--- config.mk ---
export PLATFORM = sky130hd
export DESIGN_NAME = booth_mult_seq
export DESIGN_NICKNAME = d
export VERILOG_FILES = /design/src/rtl/booth_mult_seq.sv
export SDC_FILE = /design/constraint.sdc
export NUM_CORES = 1
export LEC_CHECK = 0
export ABC_CLOCK_PERIOD_IN_PS = 2400
export CAP_MARGIN = 25
export CORE_UTILIZATION = 48
export DETAILED_ROUTE_END_ITERATION = 10
export GPL_TIMING_DRIVEN = 1
export PLACE_DENSITY = 0.75
export SKIP_CTS_REPAIR_TIMING = 1
export SLEW_MARGIN = 25
export SYNTH_ARGS = -nofsm -noshare
export SYNTH_HDL_FRONTEND = slang
export SYNTH_SLANG_ARGS = --single-unit
--- constraint.sdc ---
create_clock -name clk -period 2.4 [get_ports clk]
set_clock_uncertainty 0.05 [all_clocks]
set_input_delay 0.36 -clock clk [delete_from_list [all_inputs] [get_ports clk]]
set_output_delay 0.36 -clock clk [all_outputs]
set_load 0.05 [all_outputs]
--- src/rtl/booth_mult_seq.sv ---
// Sequential signed WIDTH x WIDTH Booth multiplier with a start/done handshake; done follows N+1 edges counting the accepting one.
// start is ignored while busy. Define BOOTH_RADIX4_EN for radix-4 (N=WIDTH/2), otherwise radix-2 (N=WIDTH).
module booth_mult_seq #(
  parameter int WIDTH = 8
) (
  input  logic                 clk,
  input  logic                 rst_n,
  input  logic                 start,
  input  logic [WIDTH-1:0]     multiplicand,
  input  logic [WIDTH-1:0]     multiplier,
  output logic                 busy,
  output logic                 done,
  output logic [2*WIDTH-1:0]   product
);

`ifdef BOOTH_RADIX4_EN
  localparam int AW = WIDTH + 2;
  localparam int N  = WIDTH / 2;
`else
  localparam int AW = WIDTH + 1;
  localparam int N  = WIDTH;
`endif
  localparam int CNT_W = $clog2(WIDTH) + 1;

  generate
    if (WIDTH < 2) begin : g_width_min
      $error("booth_mult_seq: WIDTH must be at least 2");
    end
`ifdef BOOTH_RADIX4_EN
    if (WIDTH % 2 != 0) begin : g_width_even
      $error("booth_mult_seq: WIDTH must be even for radix-4");
    end
`endif
  endgenerate

  typedef enum logic [1:0] {IDLE, RUN, DONE} state_t;

  state_t             state;
  logic [AW-1:0]      a_q;
  logic [WIDTH-1:0]   m_q;
  logic [WIDTH-1:0]   q_q;
  logic               q_m1;
  logic [CNT_W-1:0]   cnt;

  logic [AW-1:0]      m_ext;
  logic [AW-1:0]      sum;
  logic [AW-1:0]      a_nxt;
  logic [WIDTH-1:0]   q_nxt;
  logic               q_m1_nxt;

  assign m_ext = {{(AW-WIDTH){m_q[WIDTH-1]}}, m_q};

`ifdef BOOTH_RADIX4_EN
  // Triplet recoding: digit in {-2..+2} times M, then shift {A,Q,q_m1} right by 2.
  always_comb begin
    sum = a_q;
    case ({q_q[1:0], q_m1})
      3'b001, 3'b010: sum = a_q + m_ext;
      3'b011:         sum = a_q + (m_ext << 1);
      3'b100:         sum = a_q - (m_ext << 1);
      3'b101, 3'b110: sum = a_q - m_ext;
      default:        sum = a_q;
    endcase
    a_nxt    = {{2{sum[AW-1]}}, sum[AW-1:2]};
    q_nxt    = WIDTH'({sum[1:0], q_q} >> 2);
    q_m1_nxt = q_q[1];
  end
`else
  always_comb begin
    sum = a_q;
    case ({q_q[0], q_m1})
      2'b01:   sum = a_q + m_ext;
      2'b10:   sum = a_q - m_ext;
      default: sum = a_q;
    endcase
    a_nxt    = {sum[AW-1], sum[AW-1:1]};
    q_nxt    = WIDTH'({sum[0], q_q} >> 1);
    q_m1_nxt = q_q[0];
  end
`endif

  always_ff @(posedge clk or negedge rst_n) begin
    if (!rst_n) begin
      state   <= IDLE;
      a_q     <= '0;
      m_q     <= '0;
      q_q     <= '0;
      q_m1    <= 1'b0;
      cnt     <= '0;
      product <= '0;
    end else begin
      case (state)
        IDLE, DONE: begin
          if (start) begin
            state <= RUN;
            m_q   <= multiplicand;
            q_q   <= multiplier;
            a_q   <= '0;
            q_m1  <= 1'b0;
            cnt   <= CNT_W'(N);
          end else begin
            state <= IDLE;
          end
        end
        RUN: begin
          a_q  <= a_nxt;
          q_q  <= q_nxt;
          q_m1 <= q_m1_nxt;
          cnt  <= cnt - CNT_W'(1);
          if (cnt == CNT_W'(1)) begin
            state   <= DONE;
            product <= {a_nxt[WIDTH-1:0], q_nxt};
          end
        end
        default: state <= IDLE;
      endcase
    end
  end

  assign busy = (state == RUN);
  assign done = (state == DONE);

endmodule
* Word-level counts from Yosys, hierarchy flattened *
Index checks and enable logic that the tools add are counted.

storage, ports and cells
  bits in registers = 48
  bits of input ports = 19
  output and inout bits = 18

operators by class
  add/subtract/negate cells = 3
  eq/ne operators = 7
  multiplexer cells = 12
  reduce and logical (&&, ||, !) cells = 6

operators by type and width
  kind                   number
  $pmux W9 S2            2
  $pmux W8 S2            1
  $add A9 B9 Y9          1
  $mux W9                1
  $sub A9 B9 Y9          1
  $mux W8                1
  $pmux W4 S2            1
  $reduce_and A2 Y1      3
  $eq A2 B1 Y1 const B   2
  $eq A2 B2 Y1 const B   2
  $eq A4 B1 Y1 const B   1
  $mux W4                1
  $pmux W2 S2            1
  $sub A4 B1 Y4 const B  1
  $logic_not A2 Y1       1
  $mux W1                2
  $mux W2                1
  $ne A2 B1 Y1 const B   1
  $ne A2 B2 Y1 const B   1
  $pmux W1 S2            1
  $reduce_bool A2 Y1     1
  $reduce_or A2 Y1       1

* Logic depth before layout (Yosys ltp) *
Gate-level depths: netlist of the first run.

  depth after elaboration = 4
  gate-level depth with buffers = 12
  depth with buffers taken out = 11

* Worst setup path before layout of the first run *
No wires, ideal clock.

  path kind = reg2reg
  from = register q_m1
  to = register a_q[4]
  arrival time = 2,460 ps
  required time = 2,268 ps
  slack = -192 ps
  stages on the path, launching flop included = 13
  path buffers = 1
  period minus slack after synthesis = 2,592 ps
  path through = dfrtp_1 inv_1 ha_1 buf_2 mux2_2 inv_1 ha_1 nor2b_4 o31a_1 o21a_1 o21ai_1 or3b_1 a31oi_1

on the way
  cells in the longest elaborated chain, start to end = 3
  elaborated cells between the ends (all ways) = 4

ends and longest elaborated chain
  what                                                 line  RTL
  start, declared                                      42    logic q_m1;
  start signal, assigned                               108   q_m1 <= q_m1_nxt;
  $eq A2 B2 Y1 / $eq A2 B1 Y1 (equally long branches)  71    case ({q_q[0], q_m1})
  $pmux W9 S2 *                                        71
  $pmux W9 S2 *                                        92    case (state)
  end signal, assigned                                 106   a_q <= a_nxt;
  end, declared                                        39    logic [AW-1:0] a_q;

Mark *: on every way between the ends. The rest lies on a longest branch, timed or not.
A chain may end at the register's enable or synchronous reset.

* Final worst setup path of the first run *
  from = register m_q[3]
  to = register a_q[6]

on the way
  cells in the longest elaborated chain, start to end = 3
  elaborated cells between the ends (all ways) = 4

ends and longest elaborated chain
  what                                                   line    RTL
  start, declared                                        40      logic [WIDTH-1:0] m_q;
  start signal, assigned                                 96      m_q <= multiplicand;
  $sub A9 B9 Y9 / $add A9 B9 Y9 (equally long branches)  73, 72
  $pmux W9 S2 *                                          71
  $pmux W9 S2 *                                          92

Marks and branches as above.

==> results of run 1 <==
==> cells in the mapped netlist (all sizes together) (2+ instances only) <==
library cell | count | share of area [%]
a211oi | 2 | 0.61
a21oi | 8 | 1.6
a22o | 3 | 1.1
a22oi | 8 | 2.5
a31oi | 6 | 1.5
buf | 6 | 1.8
clkbuf | 5 | 0.82
clkinv | 2 | 0.31
dfrtp | 47 | 48
ha | 12 | 6.1
inv | 12 | 1.8
mux2 | 3 | 1.4
mux2i | 3 | 1.2
nand2 | 68 | 10
nand2b | 3 | 0.77
nand3 | 2 | 0.41
nor2 | 13 | 2.0
nor2b | 3 | 1.1
nor3 | 6 | 1.4
o21a | 3 | 0.92
o21ai | 27 | 5.5
o31ai | 2 | 0.61
xnor2 | 9 | 3.2
xor2 | 3 | 1.1
==> state kept, by name, indices dropped and copies added (netlist names) <==
register / flops
product: 16
a_q: 8
m_q: 8
q_q: 8
cnt: 4
state: 2
q_m1: 1
==> metrics by stage <==
step           hold WS [ns]  setup WS, ns  std cells  utilization [%]
2_1_floorplan        0.0144        -0.109        265                -
3_3_place_gp          0.339        -0.106        385             63.4
3_5_place_dp          0.347        -0.175        385             63.4
4_1_cts              0.0107        -0.201        392             65.6
5_1_grt              0.0490        -0.349        399             69.3
6_report           -0.00206        -0.210        399             69.3
==> cell usage in the layout (no fill, tap or decap), drive strengths merged, types with 3 or more instances in the layout <==
master         Yosys  layout
xor2               3       3
buf                6      37
nor2              13      13
nor2b              3       3
a22oi              8       8
a21oi              8       8
o21ai             27      27
clkbuf             5       5
nand2b             3       3
mux2               3       3
o21a               3       3
dfrtp             47      47
clkdlybuf4s50      0      34
nor3               6       6
inv               12      12
a22o               3       3
nand2             68      68
mux2i              3       3
xnor2              9       9
a31oi              6       6
ha                12      12
==> routing by layer <==
| layer | share of wire, % | wire length, um | track usage [%] |
|---|---|---|---|
| met1 | 44 | 2670 | 31.0 |
| met2 | 50 | 3090 | 38.8 |
| met3 | 4.2 | 256 | 4.94 |
| met4 | 1.7 | 102 | 7.48 |
| met5 | 0 | 0 | 0 |
==> final cells by class <==
| cell class | instances | share of cell area, % |
|---|---|---|
| clock buffer | 5 | 2.06 |
| timing repair buffer | 71 | 18.5 |
| inverter | 14 | 1.65 |
| multi-input combinational | 193 | 38.9 |
| clock inverter | 2 | 1.12 |
| tap | 67 | 2.51 |
| sequential | 47 | 35.2 |
==> kinds of logic (layout without fill, tap and decap cells) <==
group / after synthesis / after routing / synth area share [%]
AND/OR/NAND/NOR: 99 / 99 / 17.3
AO/OA/AOI/OAI: 63 / 63 / 15.9
flip-flops: 47 / 47 / 48.1
buffers and inverters: 25 / 92 / 4.81
adder cells (fa/ha/maj): 13 / 13 / 6.96
XOR/XNOR: 12 / 12 / 4.30
multiplexers: 6 / 6 / 2.61
==> worst paths after layout <==
path / to / slack, ns / depth (start not counted)
max reg2reg: a_q[6]$_DFFE_PN0P_ / -0.21 / 9
min: product[0]$_DFFE_PN0P_ / -0.002 / 1
min in group clk: product[2]$_DFFE_PN0P_ / 0.43 / 2
min reg2reg: product[2]$_DFFE_PN0P_ / 0.43 / 2
max: a_q[6]$_DFFE_PN0P_ / -0.21 / 9
max in group asynchronous: m_q[1]$_DFFE_PN0P_ / 1.69 / 2
==> critical path: cells and delay by family (launching register included) <==
family,cells,cell delay [ns]
adder cells (fa/ha/maj),1,0.36
AO/OA/AOI/OAI,4,0.94
flip-flops,1,0.44
XOR/XNOR,2,0.32
multiplexers,1,0.10
AND/OR/NAND/NOR,1,0.32
==> flow_summary.json, run 1 <==
{
  "outcome": "finished, violations left",
  "failing_checks": "negative hold slack, negative setup slack",
  "cts_made_buffers": 5,
  "design.portCount": 37,
  "wl_per_cell_um": 15.3,
  "setup_ws_ns": -0.210,
  "synth-async-reset-ratio_pct": 100,
  "synth_edf_count": 0,
  "grt_util_all_layers_pct": 23.5,
  "grt_pass1_wl_mm": 9.32,
  "synth.avg_cell_area_um2": 9.22,
  "hold_violations": 2,
  "seq_cells_post_synth": 47,
  "synth_warnings": 0,
  "synth-seq-area-share_pct": 48.1,
  "crit_required_ns": 2.58,
  "antenna_left": 0,
  "count_of_nets_after_finishing": 364,
  "cts.sink_count": 47,
  "syn_nets": 297,
  "drive_above_1_share_pct": 22.0,
  "fmax_mhz": 383,
  "rr_startpoint": "m_q[3]$_DFFE_PN0P_",
  "coreArea_um2": 4820,
  "dieWidth_um": 73.4,
  "final_period_minus_worst_setup_slack_ns": 2.61,
  "gp_congestion": 0.895,
  "detailroute.via_count": 2123,
  "hold_path_class": "in2async",
  "drcViolationCount": 0,
  "fillers": 375,
  "critPathSlowestCell": "dfrtp_1",
  "die_y_extent_um": 73.4,
  "crit_path_cell_trace": "nor3_4 > a31oi_4 > xnor2_2 > ha_1 > a211o_1 > o31ai_1 > xnor2_1 > mux2i_1 > o21ai_0",
  "synthesis.area_um2": 2440,
  "synth_cell_types": 39,
  "crit_path_capture_type": "register",
  "dp_hpwl_mm": 4.19,
  "place.port_buffers": 36,
  "antennaDiodeCount": 0,
  "tritoncts": "built",
  "crit_start": "m_q[3]$_DFFE_PN0P_",
  "first_global_vias": 1989,
  "cap_violations": 0,
  "synthesized_instance_count": 265,
  "multi_input_comb_area_um2": 1300,
  "worst_setup_hold_path_clk_slew_ns": 0.09,
  "die-area_um2": 5380,
  "detailed_place.area_um2": 3050,
  "cp.arrival_ns": 2.79,
  "first_pass_iters": 4,
  "area_delta_synth_final_pct": 36.7,
  "worstSetupPathType": "reg2reg",
  "worst_path_largest_cell_delay_ns": 0.44,
  "cts_htree_levels": 2,
  "postRouteWirelength_mm": 6.12,
  "insertion_delay_ns": 0.31,
  "seqCellArea_um2": 1180,
  "layout_worst_path_cycle_share_pct": 109,
  "rsz0062_at_grt": "true",
  "initial_utilization_pct": 50.7,
  "grt_max_degree": 28,
  "cts-root-to-sink-buffers": 2,
  "yosys_most_used_dff": "dfrtp_1",
  "stdcell_area_um2": 3340,
  "fin_tns_setup_ns": -0.985,
  "timing.critical_path.fanout_max": 5,
  "drtIter0Drc": 211,
  "worst_slew_pin_tran_ns": 0.592,
  "slew_headroom_pct": 60.5,
  "fp-row-count": 25,
  "cts.root.buffer_cell": "clkbuf_8",
  "grt_overflow_total": 0,
  "initial_antenna_violation_count": 0,
  "fin_worst_hold_slack_ns": -0.00206,
  "slew_limit_fails": 0,
  "kind_of_launch_point_of_the_worst_setup_path": "register",
  "final-setup-viol-count": 6,
  "vias_per_cell": 5.32
}
Power of run 1 is not shown: default switching activity piles up to over one toggle a cycle in this logic, so the estimate is an artifact.
==> run 2, diff against run 1 <==
--- a/config.mk
+++ b/config.mk
@@ -9,6 +9,7 @@
 export CAP_MARGIN = 25
 export CORE_UTILIZATION = 48
 export DETAILED_ROUTE_END_ITERATION = 10
+export GPL_ROUTABILITY_DRIVEN = 1
 export GPL_TIMING_DRIVEN = 1
 export PLACE_DENSITY = 0.75
 export SKIP_CTS_REPAIR_TIMING = 1
==> results of run 2 <==
The final DEF is identical to that of run 1; final timing and power are the same.
Power of run 2 is left out for the same reason.
